File: config.mk
export PLATFORM = sky130hd
export DESIGN_NAME = fft16_r4_sequencer
export DESIGN_NICKNAME = d
export VERILOG_FILES = /design/src/rtl/fft16_r4_sequencer.sv
export SDC_FILE = /design/constraint.sdc
export NUM_CORES = 2
export LEC_CHECK = 0
export ABC_CLOCK_PERIOD_IN_PS = 6400
export CORE_MARGIN = 8
export CORE_UTILIZATION = 25
export CTS_CLUSTER_SIZE = 16
export DETAILED_ROUTE_END_ITERATION = 7
export SYNTH_ARGS = -nofsm -noshare
export SYNTH_HDL_FRONTEND = slang
export SYNTH_SLANG_ARGS = --single-unit
export TNS_END_PERCENT = 100
File: constraint.sdc
create_clock -name clk -period 6.4 [get_ports clk]
set_input_delay 1.6 -clock clk [delete_from_list [all_inputs] [get_ports clk]]
set_output_delay 1.6 -clock clk [all_outputs]
set_load 0.005 [all_outputs]
File: src/rtl/fft16_r4_sequencer.sv
// rtl/fft16_r4_sequencer.sv - sample buffer and pass sequencer around the 16-point radix-4 butterfly
//
// Purpose: loads 16 complex samples into bank BA and drives the external
// combinational DFT4 butterfly through eight passes. Passes 0-3 go from BA to BB
// and passes 4-7 go from BB back to BA. It then streams X[0]..X[15] out of BA in
// natural order.
// Optional feature: define FFT16_STAGE_SCALE_EN to arithmetically shift every
// butterfly result component right by 2 before writeback. The output is then DFT/16.
//
// Ports:
//   clk, rst               clock, synchronous active-high reset
//   in_valid/in_ready      input sample handshake, in_re/in_im sample
//   out_valid/out_ready    output bin handshake, out_re/out_im bin, out_idx bin index
//   busy                   high while the butterfly passes run
//   calc_in                butterfly operands A,B,C,D (slot s at [2*DW*s +: 2*DW], re upper)
//   rotation               butterfly pass index 0..7
//   calc_out               butterfly results, slot k = DFT4 bin k, same packing
module fft16_r4_sequencer #(
  parameter int DW = 17
) (
  input  logic            clk,
  input  logic            rst,
  input  logic            in_valid,
  output logic            in_ready,
  input  logic [DW-1:0]   in_re,
  input  logic [DW-1:0]   in_im,
  output logic            out_valid,
  input  logic            out_ready,
  output logic [DW-1:0]   out_re,
  output logic [DW-1:0]   out_im,
  output logic [3:0]      out_idx,
  output logic            busy,
  output logic [8*DW-1:0] calc_in,
  output logic [2:0]      rotation,
  input  logic [8*DW-1:0] calc_out
);

  typedef enum logic [1:0] {LOAD, STAGE1, STAGE2, UNLOAD} state_t;

  state_t          state_q, state_d;
  logic [3:0]      cnt_q, cnt_d;
  logic            in_ready_q, in_ready_d;
  logic            out_valid_q, out_valid_d;
  logic            busy_q, busy_d;
  logic [2:0]      rotation_q, rotation_d;
  logic [3:0]      out_idx_q, out_idx_d;
  logic [2*DW-1:0] ba_q [16];
  logic [2*DW-1:0] ba_d [16];
  logic [2*DW-1:0] bb_q [16];
  logic [2*DW-1:0] bb_d [16];
  logic [1:0]      b;

  assign b = cnt_q[1:0];

  // Writeback conditioning of one {re,im} butterfly result.
  function automatic logic [2*DW-1:0] wb(input logic [2*DW-1:0] v);
`ifdef FFT16_STAGE_SCALE_EN
    logic signed [DW-1:0] re;
    logic signed [DW-1:0] im;
    re = $signed(v[2*DW-1:DW]) >>> 2;
    im = $signed(v[DW-1:0]) >>> 2;
    return {re, im};
`else
    return v;
`endif
  endfunction

  // Pass b of each stage reads entries b, b+4, b+8, b+12 of the source bank.
  always_comb begin
    calc_in = '0;
    if (state_q == STAGE1 || state_q == STAGE2) begin
      for (int s = 0; s < 4; s++) begin
        calc_in[2*DW*s +: 2*DW] = (state_q == STAGE1) ? ba_q[{2'(s), b}] : bb_q[{2'(s), b}];
      end
    end
  end

  // Natural-order output: bin k lives at BA[4*k[1:0] + k[3:2]].
  assign {out_re, out_im} = ba_q[{cnt_q[1:0], cnt_q[3:2]}];

  always_comb begin
    state_d = state_q;
    cnt_d   = cnt_q;
    ba_d    = ba_q;
    bb_d    = bb_q;
    case (state_q)
      LOAD: begin
        if (in_valid && in_ready_q) begin
          ba_d[cnt_q] = {in_re, in_im};
          cnt_d       = cnt_q + 4'd1;
          if (cnt_q == 4'd15) begin
            cnt_d   = '0;
            state_d = STAGE1;
          end
        end
      end
      STAGE1: begin
        for (int k = 0; k < 4; k++) begin
          bb_d[{b, 2'(k)}] = wb(calc_out[2*DW*k +: 2*DW]);
        end
        cnt_d = cnt_q + 4'd1;
        if (b == 2'd3) begin
          cnt_d   = '0;
          state_d = STAGE2;
        end
      end
      STAGE2: begin
        for (int k = 0; k < 4; k++) begin
          ba_d[{b, 2'(k)}] = wb(calc_out[2*DW*k +: 2*DW]);
        end
        cnt_d = cnt_q + 4'd1;
        if (b == 2'd3) begin
          cnt_d   = '0;
          state_d = UNLOAD;
        end
      end
      default: begin
        if (out_valid_q && out_ready) begin
          cnt_d = cnt_q + 4'd1;
          if (cnt_q == 4'd15) begin
            cnt_d   = '0;
            state_d = LOAD;
          end
        end
      end
    endcase

    // Outputs are registered, so they are derived from the next state.
    in_ready_d  = (state_d == LOAD);
    out_valid_d = (state_d == UNLOAD);
    busy_d      = (state_d == STAGE1) || (state_d == STAGE2);
    rotation_d  = '0;
    if (state_d == STAGE1) rotation_d = {1'b0, cnt_d[1:0]};
    if (state_d == STAGE2) rotation_d = {1'b1, cnt_d[1:0]};
    out_idx_d   = (state_d == UNLOAD) ? cnt_d : 4'd0;
  end

  always_ff @(posedge clk) begin
    // The banks hold no reset value, because a new frame overwrites every entry.
    ba_q <= ba_d;
    bb_q <= bb_d;
    if (rst) begin
      state_q     <= LOAD;
      cnt_q       <= '0;
      in_ready_q  <= 1'b1;
      out_valid_q <= 1'b0;
      busy_q      <= 1'b0;
      rotation_q  <= '0;
      out_idx_q   <= '0;
    end else begin
      state_q     <= state_d;
      cnt_q       <= cnt_d;
      in_ready_q  <= in_ready_d;
      out_valid_q <= out_valid_d;
      busy_q      <= busy_d;
      rotation_q  <= rotation_d;
      out_idx_q   <= out_idx_d;
    end
  end

  assign in_ready  = in_ready_q;
  assign out_valid = out_valid_q;
  assign busy      = busy_q;
  assign rotation  = rotation_q;
  assign out_idx   = out_idx_q;

endmodule

* Yosys cells after proc, flatten, opt, wreduce, memory -nomap -nowiden
Index checks and enable logic that the tools add are counted.
** Storage, ports and cells
- Flip-flop bits (word level) :: 1104
- Input bits :: 174
- Output and inout bits :: 180
- Word-level logic and storage cells :: 156
** Operators by class
- Add/subtract/negate cells :: 1
- Order comparisons :: 15
- Equal/unequal tests :: 8
- Mux-type cells :: 67
- Bitwise operators :: 11
- Reduce and logical (&&, ||, !) cells :: 15
** Operators with widths (count)
- $bwmux 544 :: 9
- $bmux 34 s4 :: 9
- $pmux 544 s2 :: 1
- $mux 34 :: 27
- $demux 34 s4 :: 5
- $mux 544 :: 1
- $mux 136 :: 1
- $ge 5x5->1 const B :: 10
- $not 4->5 :: 8
- $lt 5x1->1 const B :: 5
- $mux 4 :: 4
- $mux 2 :: 7
- $eq 2x2->1 const B :: 4
- $pmux 4 s2 :: 1
- $logic_and 1x1->1 :: 7
- $pmux 2 s3 :: 1
- $not 2->5 :: 1
- $not 3->5 :: 1
- $add 4x1->4 const B :: 1
- $eq 2x1->1 const B :: 2
- $eq 4x4->1 const B :: 1
- $logic_not 2->1 :: 2
- $reduce_or 2->1 :: 2
- $mux 3 :: 1
- 5 further kinds :: 6

* Longest topological paths before layout
- Depth after elaboration :: 10
- Mapped depth :: 12
- Depth with buffers taken out :: 9

* Least setup slack after synthesis
OpenSTA, ideal clock, no wires.
- Path kind :: flip-flop to flip-flop
- Start :: register, netlist name cnt_q[1]
- End :: register bb_q[408] (netlist bit), enable pin
- Library setup time :: 0.511 ns
- Arrival time :: 4.811 ns
- Required time :: 5.889 ns
- Path slack :: 1.078 ns
- Stages on the path, launching flop included :: 9
- Buffers on the path :: 5
- Period minus slack after synthesis :: 5.322 ns
- Cell sequence :: dfxtp_1 > buf_2 > buf_4 > inv_1 > clkbuf_1 > ha_1 > clkbuf_1 > clkbuf_1 > and2_1
** RTL lines
- end signal, assigned :: RTL line 141 : bb_q <= bb_d;
- end, declared :: RTL line 49 : logic [2*DW-1:0] bb_q [16];

* Final worst setup path
- Start :: register cnt_q[0]
- End :: output calc_in[68]
** On the way
- Word-level cells in the longest chain between the ends :: 6
- Elaborated cells between the ends (all ways) :: 9
- Classes of those cells :: 8 x mux; 1 x bitwise
** Ends and longest elaborated chain
- start, declared :: RTL line 41 : logic [3:0] cnt_q, cnt_d;
- start signal, assigned :: RTL line 152 : cnt_q <= cnt_d;
- $not 4->5 (not written as such) * :: RTL line 73 : calc_in[2*DW*s +: 2*DW] = (state_q == STAGE1) ? ba_q[{2'(s), b}] : bb_q[{2'(s), b}];
- $bmux 34 s4 :: RTL line 73
- $mux 34 (not written as such) (2 in a row) :: RTL line 73
- $mux 34 * :: RTL line 73
- $mux 136 * :: RTL line 71 : if (state_q == STAGE1 || state_q == STAGE2) begin
- end, declared :: RTL line 33 : output logic [8*DW-1:0] calc_in,
Mark *: on every way between the ends. The rest lies on a longest branch, timed or not. The select of a mux whose other input is x is not followed.

==> results.cfg <==
[timing]
setup_viol = 0
setup_ws_ps = 503.2
slew_headroom = 0.2470
holdWs_ps = 708.3
rsz0062_at_grt = false
worstMarginPinSlew_ps = 1129
maxSlewViolCount = 0
tns_ps = 0
period_share = 0.9214
fmax_mhz = 169.6
hold_violations = 0
finalClockSkew_ps = 31.36
period_needed_ps = 5897

[worst_setup_path]
cp.required_ps = 4800
crit_fanout = 42
cp_num_buf_inv = 2
cp_top_family = multiplexers
path_cells = buf_4, mux4_2, mux2i_1, nor2b_1, clkdlybuf4s50_1
crit_slowest_cell = dfxtp_4
cp-end-kind = primary output
critPathMaxStageDelay_ps = 940
start_kind = register
arrival_ps = 4300
critical_path_class = register to primary output

[synthesis]
ys.flop_type = edfxtp_1
syn_nets = 3927
ys_ff_latch = 1104
ys_types = 53
synth_edf_count = 1088
ys_seq_area_frac = 0.6135
synth_top_area_share = 0.6075
synthArstFlopShare = 0
synth_area_leaders = edfxtp_1 61%, mux4_2 15%, o21ai_0 5.1%, mux2i_1 4.3%, nand2_1 4.1%
synth.largest_area_cell = edfxtp_1
synth_area_sq_um = 53780
syn_inst = 3739
yosysWarnings = 0
syn_area_per_cell_sq_um = 14.38

[pwr]
leakage_nw = 19.17
seq_power_share = 0.484
p_comb_frac = 0.095
power.share.switching = 0.2403
p_int_mw = 12.55
p_clk_frac = 0.421
switching_power_mw = 3.970
power.total_mw = 16.52
powerDensity_nw_per_um2 = 256.6
ir_worst_vdd_mv = 0.2378

[placed_design]
dp_cells = 6691
placed_area_sq_um = 60510
post-dp-hpwl_mm = 129.8
port_buffers = 353
dpl_worst_slack_ps = 1250
gp_congestion = 0.8288

[cts]
clockBufferDepth = 3
clk_pin_slew_ps = 60
numCtsBuffers = 118
cts_root_buffer = clkbuf_16
cts_max_level = 3
post-cts-setup-buffers = 0
cts_tree = yes
cts.repair.resized = 0
clk_latency_ps = 750
hold_buffers = 0
clkSinkCount = 1104

[run_status]
outcome = completed

[global_route]
antenna_found_initial = 24
grt_start_max_net_pins = 105
grt_pass1_wl_mm = 286.2
first_global_vias = 36080
grt_overflow = 0
grt_usage = 0.1729

[routing]
postRouteAntennaNets = 0
dr.pass1.iters = 7
drc = 0
wl_per_cell_um = 29.97
vias = 36360
wl_mm = 207.3
routed_via_density = 5.256
drt_iter0_drc = 6127

[floorplanning]
die_area_sq_um = 230200
io_pins = 354
row_count = 170
die_y_um = 479.8
initial_core_util = 0.2511
die-width_um = 479.8
core_area_sq_um = 214200

[layout]
areaGrowthSynthToFinish_pct = 19.68
drive_gt1_frac = 0.1661
final_core_util = 0.3005
layout.nets = 4161
design_area_sq_um = 64360
fin_cells = 6918

[hold_path]
hold_class = register to register

[flow_run]
timing.max_cap.violations = 0
==> layout make-up <==
| cell class | count | area [sq um] |
|---|---|---|
| clock inverter | 74 | 758.2 |
| tap | 2838 | 3551 |
| fill | 21140 | 149800 |
| inverter | 10 | 37.54 |
| multi-input combinational | 2300 | 19430 |
| timing repair buffer | 439 | 4479 |
| antenna | 10 | 25.02 |
| clock buffer | 143 | 3068 |
| sequential | 1104 | 33010 |
==> final timing paths <==
| path | slack [ps] | start | endpoint | cells past startpoint |
|---|---|---|---|---|
| max | 500 | cnt_q[0]$_SDFF_PP0_ | calc_in[68] | 5 |
| min reg2reg | 710 | state_q[1]$_SDFF_PP0_ | state_q[1]$_SDFF_PP0_ | 2 |
| max reg2reg | 1510 | cnt_q[1]$_SDFF_PP0_ | ba_q[421]$_DFFE_PP_ | 8 |
| min | 710 | state_q[1]$_SDFF_PP0_ | state_q[1]$_SDFF_PP0_ | 2 |
==> cells by family after synthesis <==
family / count (synthesis) / synth area share
muxes: 599 / 0.1962
AOI/OAI and AO/OA: 671 / 0.06740
and+or+nand+nor: 1015 / 0.08799
xor gates and xnor gates: 1 / 0.0001629
adders and majority gates: 14 / 0.003257
buffers and inverters: 335 / 0.03146
DFF: 1104 / 0.6135
==> worst register-to-register path: cells and delay by family, from the launching register on <==
kind / cells / cell delay [ps]
buf+inv: 4 / 2370
simple gates: 3 / 1220
fa+ha+maj: 1 / 390
flops: 1 / 570
==> sequential cells by signal, summed over array words and instances, names as in the netlist <==
| name | count |
|---|---|
| ba_q | 544 |
| bb_q | 544 |
| busy | 1 |
| cnt_q | 4 |
| in_ready | 1 |
| out_idx | 4 |
| out_valid | 1 |
| rotation | 3 |
| state_q | 2 |
==> layer usage <==
layer,track usage,routed length [um],vias up
met2,0.2768,95970,2553
met5,0,41,-
met4,0.06406,8605,6
met1,0.2253,77510,18570
li1,-,-,14820
met3,0.04544,25190,414
==> power by group through the flow <==
| stage | logic [mW] | clock network [mW] | registers, mW |
|---|---|---|---|
| detailed placement | 1.57 | 0 | 8.15 |
| global placement | 1.57 | 0 | 8.15 |
| floorplan | 0.813 | 0 | 8.11 |
| CTS | 1.58 | 7.03 | 8.00 |
| finish | 1.57 | 6.95 | 8.00 |
| global route | 1.65 | 7.27 | 8.00 |
==> cell usage after synthesis, drive strengths merged (4+ instances only) <==
library cell  instances
a21o                  4
a21oi                34
a31oi                 7
a32o                  4
and2                147
and3                 13
buf                 159
clkbuf              166
dfxtp                16
edfxtp             1088
ha                   14
inv                  10
mux2i               233
mux4                364
nand2               585
nand2b               37
nand3                10
nand3b                6
nor2                 62
nor2b               142
nor3                  4
o21ai               549
o221ai               41
o22ai                17
==> cells in the final DEF (no fill, tap or decap), types with 5 or more instances in the layout <==
cell / Yosys / final
ha_1: 14 / 7
nand3b_1: 6 / 6
a31oi_1: 7 / 7
buf_12: 0 / 24
nand2_1: 585 / 584
dfxtp_1: 16 / 12
inv_1: 8 / 6
and3_1: 13 / 13
clkbuf_1: 165 / 24
nor2b_1: 142 / 142
nor2_1: 62 / 48
o22ai_1: 17 / 17
clkinv_2: 0 / 21
edfxtp_1: 1088 / 1088
bufinv_16: 0 / 14
o21ai_0: 548 / 548
buf_4: 28 / 62
clkdlybuf4s50_1: 0 / 353
clkinv_1: 0 / 24
and2_4: 0 / 8
clkinvlp_4: 0 / 5
mux4_2: 364 / 364
nand3_4: 0 / 6
ha_4: 0 / 7
diode_2: 0 / 10
and2_1: 147 / 139
nor2_4: 0 / 14
mux2i_1: 233 / 233
o221ai_1: 41 / 41
nand2b_1: 37 / 36
a21oi_1: 34 / 31
clkbuf_16: 0 / 119
No activity file was read; power rests on OpenSTA's default activity.
